<file path="src/rtl/mem_port_arbiter_if.sv">
// mem_port_arbiter_if: requester (CPU/DBG) and memory-side signals of the shared memory port.
interface mem_port_arbiter_if #(
  parameter int DATAWIDTH = 16,
  parameter int ADDRWIDTH = 16
);
  logic                 cpu_req;
  logic                 cpu_we;
  logic [ADDRWIDTH-1:0] cpu_addr;
  logic [DATAWIDTH-1:0] cpu_wdata;
  logic                 cpu_gnt;
  logic                 cpu_done;
  logic [DATAWIDTH-1:0] cpu_rdata;
  logic                 dbg_req;
  logic                 dbg_we;
  logic [ADDRWIDTH-1:0] dbg_addr;
  logic [DATAWIDTH-1:0] dbg_wdata;
  logic                 dbg_gnt;
  logic                 dbg_done;
  logic [DATAWIDTH-1:0] dbg_rdata;
  logic                 mem_en;
  logic                 mem_we;
  logic [ADDRWIDTH-1:0] mem_addr;
  logic [DATAWIDTH-1:0] mem_wdata;
  logic [DATAWIDTH-1:0] mem_rdata;
  modport master (
    output cpu_req, cpu_we, cpu_addr, cpu_wdata,
    output dbg_req, dbg_we, dbg_addr, dbg_wdata,
    output mem_rdata,
    input  cpu_gnt, cpu_done, cpu_rdata,
    input  dbg_gnt, dbg_done, dbg_rdata,
    input  mem_en, mem_we, mem_addr, mem_wdata
  );
  modport slave (
    input  cpu_req, cpu_we, cpu_addr, cpu_wdata,
    input  dbg_req, dbg_we, dbg_addr, dbg_wdata,
    input  mem_rdata,
    output cpu_gnt, cpu_done, cpu_rdata,
    output dbg_gnt, dbg_done, dbg_rdata,
    output mem_en, mem_we, mem_addr, mem_wdata
  );
endinterface

</file>
<file path="src/rtl/mem_port_arbiter.sv">
// mem_port_arbiter: round-robin sharing of one memory port between CPU and DBG, one access in flight.
module mem_port_arbiter #(
  parameter int DATAWIDTH = 16,
  parameter int ADDRWIDTH = 16,
  parameter int MEM_LAT   = 1
) (
  input logic clk,
  input logic rst,
  mem_port_arbiter_if.slave bus
);
  localparam int CW = $clog2(MEM_LAT + 1);
  if (MEM_LAT < 1) begin : g_bad_lat
    $error("mem_port_arbiter: MEM_LAT must be >= 1");
  end
  typedef enum logic [1:0] {IDLE, BUSY, DONE} state_t;
  state_t               state_q, state_d;
  logic                 owner_q, owner_d;
  logic                 last_q, last_d;
  logic                 we_q, we_d;
  logic [ADDRWIDTH-1:0] addr_q, addr_d;
  logic [DATAWIDTH-1:0] wdata_q, wdata_d;
  logic [CW-1:0]        cnt_q, cnt_d;
  logic [DATAWIDTH-1:0] cpu_rdata_q, cpu_rdata_d;
  logic [DATAWIDTH-1:0] dbg_rdata_q, dbg_rdata_d;
  logic                 pick;
  logic                 busy;
  // owner encoding: 0 = CPU, 1 = DBG; on contention the port that did not go last wins
  assign pick = (bus.cpu_req && bus.dbg_req) ? ~last_q : bus.dbg_req;
  always_ff @(posedge clk or posedge rst) begin
    if (rst) begin
      state_q     <= IDLE;
      owner_q     <= 1'b0;
      last_q      <= 1'b1;
      we_q        <= 1'b0;
      addr_q      <= '0;
      wdata_q     <= '0;
      cnt_q       <= '0;
      cpu_rdata_q <= '0;
      dbg_rdata_q <= '0;
    end else begin
      state_q     <= state_d;
      owner_q     <= owner_d;
      last_q      <= last_d;
      we_q        <= we_d;
      addr_q      <= addr_d;
      wdata_q     <= wdata_d;
      cnt_q       <= cnt_d;
      cpu_rdata_q <= cpu_rdata_d;
      dbg_rdata_q <= dbg_rdata_d;
    end
  end
  always_comb begin
    state_d     = state_q;
    owner_d     = owner_q;
    last_d      = last_q;
    we_d        = we_q;
    addr_d      = addr_q;
    wdata_d     = wdata_q;
    cnt_d       = cnt_q;
    cpu_rdata_d = cpu_rdata_q;
    dbg_rdata_d = dbg_rdata_q;
    case (state_q)
      IDLE: if (bus.cpu_req || bus.dbg_req) begin
        owner_d = pick;
        we_d    = pick ? bus.dbg_we    : bus.cpu_we;
        addr_d  = pick ? bus.dbg_addr  : bus.cpu_addr;
        wdata_d = pick ? bus.dbg_wdata : bus.cpu_wdata;
        cnt_d   = CW'(MEM_LAT - 1);
        state_d = BUSY;
      end
      BUSY: if (cnt_q != '0) begin
        cnt_d = cnt_q - CW'(1);
      end else begin
        cpu_rdata_d = (!we_q && !owner_q) ? bus.mem_rdata : cpu_rdata_q;
        dbg_rdata_d = (!we_q &&  owner_q) ? bus.mem_rdata : dbg_rdata_q;
        state_d     = DONE;
      end
      DONE: begin
        last_d  = owner_q;
        state_d = IDLE;
      end
      default: state_d = IDLE;
    endcase
  end
  assign busy          = state_q == BUSY;
  assign bus.mem_en    = busy;
  assign bus.mem_we    = busy && we_q;
  assign bus.mem_addr  = busy ? addr_q  : '0;
  assign bus.mem_wdata = busy ? wdata_q : '0;
  assign bus.cpu_gnt   = busy && !owner_q;
  assign bus.dbg_gnt   = busy &&  owner_q;
  assign bus.cpu_done  = state_q == DONE && !owner_q;
  assign bus.dbg_done  = state_q == DONE &&  owner_q;
  assign bus.cpu_rdata = cpu_rdata_q;
  assign bus.dbg_rdata = dbg_rdata_q;
endmodule

</file>
<file path="src/flat_wrapper.sv">
// flat-port wrapper written by rule: the top's interface ports become plain ports
module mem_port_arbiter_flat 
#(
  parameter int DATAWIDTH = 16,
  parameter int ADDRWIDTH = 16,
  parameter int MEM_LAT   = 1
)
  (clk, rst, bus_cpu_req, bus_cpu_we, bus_cpu_addr, bus_cpu_wdata, bus_dbg_req, bus_dbg_we, bus_dbg_addr, bus_dbg_wdata, bus_mem_rdata, bus_cpu_gnt, bus_cpu_done, bus_cpu_rdata, bus_dbg_gnt, bus_dbg_done, bus_dbg_rdata, bus_mem_en, bus_mem_we, bus_mem_addr, bus_mem_wdata);
  mem_port_arbiter_if #(.DATAWIDTH(DATAWIDTH), .ADDRWIDTH(ADDRWIDTH)) bus_i ();
  input logic clk;
  input logic rst;
  input wire logic [$bits(bus_i.cpu_req)-1:0] bus_cpu_req;
  input wire logic [$bits(bus_i.cpu_we)-1:0] bus_cpu_we;
  input wire logic [$bits(bus_i.cpu_addr)-1:0] bus_cpu_addr;
  input wire logic [$bits(bus_i.cpu_wdata)-1:0] bus_cpu_wdata;
  input wire logic [$bits(bus_i.dbg_req)-1:0] bus_dbg_req;
  input wire logic [$bits(bus_i.dbg_we)-1:0] bus_dbg_we;
  input wire logic [$bits(bus_i.dbg_addr)-1:0] bus_dbg_addr;
  input wire logic [$bits(bus_i.dbg_wdata)-1:0] bus_dbg_wdata;
  input wire logic [$bits(bus_i.mem_rdata)-1:0] bus_mem_rdata;
  output wire logic [$bits(bus_i.cpu_gnt)-1:0] bus_cpu_gnt;
  output wire logic [$bits(bus_i.cpu_done)-1:0] bus_cpu_done;
  output wire logic [$bits(bus_i.cpu_rdata)-1:0] bus_cpu_rdata;
  output wire logic [$bits(bus_i.dbg_gnt)-1:0] bus_dbg_gnt;
  output wire logic [$bits(bus_i.dbg_done)-1:0] bus_dbg_done;
  output wire logic [$bits(bus_i.dbg_rdata)-1:0] bus_dbg_rdata;
  output wire logic [$bits(bus_i.mem_en)-1:0] bus_mem_en;
  output wire logic [$bits(bus_i.mem_we)-1:0] bus_mem_we;
  output wire logic [$bits(bus_i.mem_addr)-1:0] bus_mem_addr;
  output wire logic [$bits(bus_i.mem_wdata)-1:0] bus_mem_wdata;
  assign bus_i.cpu_req = bus_cpu_req;
  assign bus_i.cpu_we = bus_cpu_we;
  assign bus_i.cpu_addr = bus_cpu_addr;
  assign bus_i.cpu_wdata = bus_cpu_wdata;
  assign bus_i.dbg_req = bus_dbg_req;
  assign bus_i.dbg_we = bus_dbg_we;
  assign bus_i.dbg_addr = bus_dbg_addr;
  assign bus_i.dbg_wdata = bus_dbg_wdata;
  assign bus_i.mem_rdata = bus_mem_rdata;
  assign bus_cpu_gnt = bus_i.cpu_gnt;
  assign bus_cpu_done = bus_i.cpu_done;
  assign bus_cpu_rdata = bus_i.cpu_rdata;
  assign bus_dbg_gnt = bus_i.dbg_gnt;
  assign bus_dbg_done = bus_i.dbg_done;
  assign bus_dbg_rdata = bus_i.dbg_rdata;
  assign bus_mem_en = bus_i.mem_en;
  assign bus_mem_we = bus_i.mem_we;
  assign bus_mem_addr = bus_i.mem_addr;
  assign bus_mem_wdata = bus_i.mem_wdata;
  mem_port_arbiter #(.DATAWIDTH(DATAWIDTH), .ADDRWIDTH(ADDRWIDTH), .MEM_LAT(MEM_LAT)) u_core (.clk(clk), .rst(rst), .bus(bus_i));
endmodule
</file>
<file path="config.mk">
export PLATFORM = sky130hd
export DESIGN_NAME = mem_port_arbiter_flat
export DESIGN_NICKNAME = d
export VERILOG_FILES = /design/src/rtl/mem_port_arbiter_if.sv /design/src/rtl/mem_port_arbiter.sv /design/src/flat_wrapper.sv
export SDC_FILE = /design/constraint.sdc
export NUM_CORES = 1
export LEC_CHECK = 0
export BUFFER_PORTS_ARGS = -buffer_cell sky130_fd_sc_hd__buf_2
export CORE_ASPECT_RATIO = 0.7
export CORE_MARGIN = 2
export CORE_UTILIZATION = 47
export CTS_CLUSTER_DIAMETER = 80
export CTS_CLUSTER_SIZE = 8
export DETAILED_ROUTE_END_ITERATION = 10
export PLACE_DENSITY = 0.8
export SETUP_SLACK_MARGIN = 0.05
export SLEW_MARGIN = 20
export SYNTH_ARGS = -nofsm -noshare
export SYNTH_HDL_FRONTEND = slang
export SYNTH_SLANG_ARGS = --single-unit
</file>
<file path="constraint.sdc">
create_clock -name clk -period 3 [get_ports clk]
set_input_delay 0.45 -clock clk [delete_from_list [all_inputs] [get_ports clk]]
set_output_delay 0.45 -clock clk [all_outputs]
set_load 0.02 [all_outputs]
</file>
==> flow_metrics.py, run 1 <==
metrics = {
    "outcome": {
        "status": "finished clean",
    },
    "synth": {
        "synth_cell_types": 16,
        "synth_nets": 316,
        "yosys_warnings": 0,
        "ys_ff_latch": 69,
        "synth-seq-area-share": 0.491,
        "netlist_area_mm2": 0.00352,
        "synth.avg_cell_area_um2": 15.3,
        "synthCells": 230,
    },
    "grt": {
        "grt_pass1_wl_mm": 11.2,
        "grt_pass1_vias": 2314,
        "grt_remaining_overflow": 0,
        "globalRouteTotalUtil": 0.177,
        "grt_start_max_net_pins": 70,
        "antenna_found_initial": 0,
    },
    "cts": {
        "hold_buffers": 0,
        "cts_root_buf": "clkbuf_8",
        "cts_made_buffers": 9,
        "post_cts_buffers": 0,
        "tritoncts": "done",
        "cts_num_sinks": 69,
        "clk_pin_slew_ns": 0.08,
        "htreeDepth": 3,
        "clock_path_buffers": 2,
        "clk_latency_ns": 0.34,
        "cts_resized": 0,
    },
    "sta": {
        "drv_slew": 0,
        "clock_skew_ns": 0.00988,
        "setup_viol": 0,
        "grt_setup_unrepaired": "false",
        "totalNegativeSetupSlack_ns": 0,
        "layout_setup_ws_ns": 0.414,
        "period_needed_ns": 2.59,
        "fmaxAchievable_mhz": 387,
        "max_slew_margin": 0.445,
        "fin_crit_sh": 0.862,
        "worstMarginPinSlew_ns": 0.833,
        "final_hold_viol_count": 0,
    },
    "placement": {
        "dp_hpwl_mm": 5.12,
        "io_buffer_count": 155,
        "place.gp.congestion": 0.729,
        "dpl_worst_slack_ns": 0.716,
    },
    "routing": {
        "antenna_left": 0,
        "wl_per_cell_um": 14.2,
        "drt-total-wl_mm": 6.96,
        "viasPerCell": 4.74,
        "drt_drc_violations_left": 0,
        "drt-pass1-iter-count": 4,
        "vias": 2316,
        "dr.first_iter.drc_count": 83,
    },
    "floorplanning": {
        "ios": 156,
        "core_area_mm2": 0.00729,
        "dieArea_mm2": 0.00820,
        "chipHeight_um": 76.4,
        "die_x_um": 107,
        "num_rows": 26,
        "start_util": 0.482,
    },
    "setup_path": {
        "cp.required_ns": 2.55,
        "startpoint_type": "register",
        "cp-end-kind": "primary output",
        "cp.arrival_ns": 2.14,
        "crit_type": "reg2out",
        "critPathMaxFanout": 34,
    },
    "power_and_ir_drop": {
        "max-vdd-ir-drop_uv": 481,
        "leakage_uw": 0.00237,
        "p_per_area_mw_per_mm2": 1060,
        "fin_total_pwr_uw": 4780,
    },
    "final_layout": {
        "mostFrequentLayoutCell": "buf_2",
        "layout-drive-gt1-share": 0.711,
        "antennaDiodeCount": 0,
        "fin_nets": 472,
        "mostFrequentLayoutCells": "buf_2 (155), dfrtp_1 (68), mux2_4 (58)",
        "area_growth_pct": 27.9,
    },
    "worst_hold_path": {
        "hold_path_class": "in2async",
    },
    "flow_run": {
        "maxCapViolCount": 0,
    },
}
## final timing paths
| check | startpoint | end | slack, ns | cells past startpoint |
|---|---|---|---|---|
| hold reg to reg | u_core.addr_q[1] | u_core.addr_q[1] | 0.50 | 1 |
| max in group asynchronous | rst | u_core.wdata_q[15] | 2.10 | 3 |
| hold / removal | rst | u_core.addr_q[9] | 0.35 | 3 |
| setup / recovery | u_core.state_q[1] | bus_mem_wdata[9] | 0.41 | 4 |
| min in group clk | bus_mem_rdata[12] | u_core.bus.dbg_rdata[12] | 0.36 | 2 |
| setup reg to reg | u_core.state_q[1] | u_core.bus.cpu_rdata[0] | 1.05 | 3 |
## cells in the mapped netlist
cell type,instances,area [um2]
a21bo_1,1,10.0
a21o_1,1,7.51
and2_1,33,206
buf_12,3,60.1
buf_4,3,22.5
buf_6,4,45.0
clkbuf_1,3,11.3
dfrtp_1,68,1700
dfstp_2,1,26.3
inv_1,4,15.0
mux2_2,40,450
mux2_4,58,871
nand2b_1,2,12.5
nor2_1,5,18.8
nor3_4,3,48.8
o32ai_1,1,8.76
## through the flow
step,hold slack [ns],utilization,cell area [um2],cells
2_1_floorplan,0.472,-,3520,230
3_3_place_gp,0.482,0.590,4300,473
3_5_place_dp,0.487,0.590,4300,473
4_1_cts,0.340,0.617,4500,489
5_1_grt,0.331,0.617,4500,489
6_report,0.350,0.617,4500,489
## cell families (layout without fill, tap and decap cells)
group	after synthesis	after routing	share of synthesized area
AOI/OAI and AO/OA	3	3	0.00747
DFF	69	69	0.491
buffers and inverters	17	178	0.0438
muxes	98	98	0.376
and+or+nand+nor	43	43	0.0815
## layer usage
metal	track usage	vias to the layer above	wire length, um	share of wire
li1	-	1103	-	-
met1	0.223	1100	3050	0.44
met2	0.286	105	3230	0.46
met3	0.0650	8	623	0.089
met4	0.0500	0	66	0.0095
met5	0	-	0	0
## registers in the layout (all words and copies together), names as in the netlist
signal / count
u_core.owner_q: 1
u_core.state_q: 2
u_core.we_q: 1
u_core.bus.dbg_rdata: 16
u_core.bus.cpu_rdata: 16
u_core.last_q: 1
u_core.addr_q: 16
u_core.wdata_q: 16
## report_power, final
group	switching [uW]	leakage, uW	total [uW]	internal [uW]
combinational	1190	0.00146	2350	1160
clock	342	0.0000943	745	403
sequential	270	0.000816	1680	1410
total	1810	0.00237	4780	2980
## worst max-delay path, cell delays in order, from the launching register on
cell and delay (ns):
dfrtp_1 0.42, nand2b_1 0.31, inv_1 0.66, and2_1 0.23, buf_2 0.17
## cell type report
class                   instances  area [um2]
repair buffers                158         798
inverters                       4        15.0
fillers                       585        2790
well taps                      98         123
flip-flops and latches         69        1730
clock inverters                 6        62.6
clock buffers                  10         138
multi-input cells             144        1630
Note: power is estimated with default switching activity, not from simulation.
==> run 2: changes to the inputs <==
--- a/config.mk
+++ b/config.mk
@@ -6,15 +6,18 @@
 export NUM_CORES = 1
 export LEC_CHECK = 0
 export BUFFER_PORTS_ARGS = -buffer_cell sky130_fd_sc_hd__buf_2
+export CELL_PAD_IN_SITES_DETAIL_PLACEMENT = 1
+export CELL_PAD_IN_SITES_GLOBAL_PLACEMENT = 1
 export CORE_ASPECT_RATIO = 0.7
 export CORE_MARGIN = 2
-export CORE_UTILIZATION = 47
+export CORE_UTILIZATION = 37
 export CTS_CLUSTER_DIAMETER = 80
 export CTS_CLUSTER_SIZE = 8
 export DETAILED_ROUTE_END_ITERATION = 10
-export PLACE_DENSITY = 0.8
+export PLACE_DENSITY_LB_ADDON = 0.1
 export SETUP_SLACK_MARGIN = 0.05
 export SLEW_MARGIN = 20
 export SYNTH_ARGS = -nofsm -noshare
 export SYNTH_HDL_FRONTEND = slang
 export SYNTH_SLANG_ARGS = --single-unit
+export TNS_END_PERCENT = 10
==> flow_metrics.py, run 2 (same netlist as run 1, synthesis figures left out) <==
metrics = {
    "outcome": {
        "status": "finished clean",
    },
    "sta": {
        "worstMarginPinSlew_ns": 0.839,
        "fin_crit_sh": 0.811,
        "drv_slew": 0,
        "setup_viol": 0,
        "clock_skew_ns": 0.00503,
        "final_hold_viol_count": 0,
        "period_needed_ns": 2.43,
        "holdWs_ns": 0.185,
        "max_slew_margin": 0.439,
        "totalNegativeSetupSlack_ns": 0,
        "fmaxAchievable_mhz": 411,
        "grt_setup_unrepaired": "false",
    },
    "setup_path": {
        "critPathSlowestCell": "dfrtp_1",
        "cp-end-kind": "primary output",
        "rrSetupSlack_ns": 0.92,
        "critPathMaxFanout": 22,
        "crit_type": "reg2out",
        "max_stage_delay_ns": 0.42,
        "startpoint_type": "register",
        "critPathTopFamily": "buffers and inverters",
        "crit_buf_inv": 3,
        "crit_path_cell_trace": "nand2b_1 > inv_1 > buf_4 > and2_1 > buf_2",
        "cp.required_ns": 2.55,
        "cp.arrival_ns": 1.98,
    },
    "power_and_ir_drop": {
        "max-vdd-ir-drop_uv": 383,
        "p_int_uw": 3460,
        "fin_total_pwr_uw": 5320,
        "netSwitchingPower_uw": 1860,
        "p_per_area_mw_per_mm2": 1130,
        "p_comb_frac": 0.452,
        "power_frac_clock": 0.234,
        "switching_share": 0.350,
        "seq_power_share": 0.314,
        "leakage_uw": 0.00247,
    },
    "grt": {
        "met2_usage": 0.259,
        "grt_pass1_vias": 2513,
        "grt_remaining_overflow": 0,
        "grt_pass1_wl_mm": 12.7,
        "grt_start_max_net_pins": 70,
        "antenna_found_initial": 1,
        "met1_usage": 0.202,
        "gr-usage-met3": 0.0565,
        "globalRouteTotalUtil": 0.160,
        "busiest_layer": "met2",
    },
    "cts": {
        "cts_made_buffers": 9,
        "cts_root_buf": "clkbuf_16",
        "cts_resized": 0,
        "htreeDepth": 3,
        "hold_buffers": 0,
        "clk_latency_ns": 0.32,
        "clock_path_buffers": 2,
        "post_cts_buffers": 0,
        "cts_num_sinks": 69,
        "tritoncts": "done",
        "clk_pin_slew_ns": 0.06,
    },
    "routing": {
        "viasPerCell": 4.58,
        "dr.first_iter.drc_count": 91,
        "wl_per_cell_um": 15.5,
        "antenna_left": 0,
        "drt-total-wl_mm": 8.00,
        "vias": 2367,
        "drt_drc_violations_left": 0,
        "drt-pass1-iter-count": 4,
    },
    "final_layout": {
        "area_growth_pct": 34.5,
        "layout.cells.non_filler": 517,
        "layout-drive-gt1-share": 0.712,
        "fin_nets": 474,
        "antennaDiodeCount": 0,
        "mostFrequentLayoutCell": "buf_2",
        "mostFrequentLayoutCells": "buf_2 (155), dfrtp_1 (68), mux2_4 (58)",
        "utilization": 0.517,
    },
    "placement": {
        "io_buffer_count": 155,
        "place.gp.congestion": 0.711,
        "dp_hpwl_mm": 5.86,
        "dp.cells": 501,
    },
    "floorplanning": {
        "die_x_um": 121,
        "ios": 156,
        "chipHeight_um": 85.6,
        "core_area_mm2": 0.00914,
        "dieArea_mm2": 0.0103,
        "start_util": 0.385,
        "num_rows": 29,
    },
    "worst_hold_path": {
        "hold_path_class": "in2async",
    },
    "flow_run": {
        "maxCapViolCount": 0,
    },
}
[run 2: metal layers]
metal / up-vias / routed length [um]
met3: 8 / 605
met2: 88 / 3820
li1: 1113 / -
met1: 1156 / 3500
met5: - / 11
met4: 2 / 72
[run 2: cell type report]
class,instances,area (um2)
clock buffer,11,253
sequential,69,1730
inverter,4,15.0
fill,1010,4410
multi-input combinational,144,1630
tap,124,155
timing repair buffer,160,838
clock inverter,5,106
[run 2: power by group through the flow]
stage	Combinational (uW)	Clock, uW	Sequential [uW]
finish	2400	1250	1670
global route	2580	1320	1740
CTS	2450	1290	1680
detailed placement	2440	0	1680
global placement	2400	0	1680
floorplan	1540	0	1910
[run 2: path summary, 6_finish.rpt]
| check | endpoint | depth (start not counted) | startpoint |
|---|---|---|---|
| hold / removal | u_core.bus.dbg_rdata[5] | 3 | rst |
| hold reg to reg | u_core.wdata_q[12] | 1 | u_core.wdata_q[12] |
| setup reg to reg | u_core.addr_q[9] | 4 | u_core.last_q |
| setup / recovery | bus_mem_addr[8] | 5 | u_core.state_q[1] |
| min in group clk | u_core.bus.dbg_rdata[8] | 2 | bus_mem_rdata[8] |
| max in group asynchronous | u_core.last_q | 3 | rst |
[run 2: worst min-delay path, cell delays in order]
cell and delay (ns):
buf_2 0.10, inv_2 0.06, buf_12 0.29
[run 2: stage by stage]
step	cell area, um2	worst slack [ns]
2_1_floorplan	3520	0.812
3_3_place_gp	4370	0.835
3_5_place_dp	4370	0.788
4_1_cts	4730	0.488
5_1_grt	4730	0.340
6_report	4730	0.566
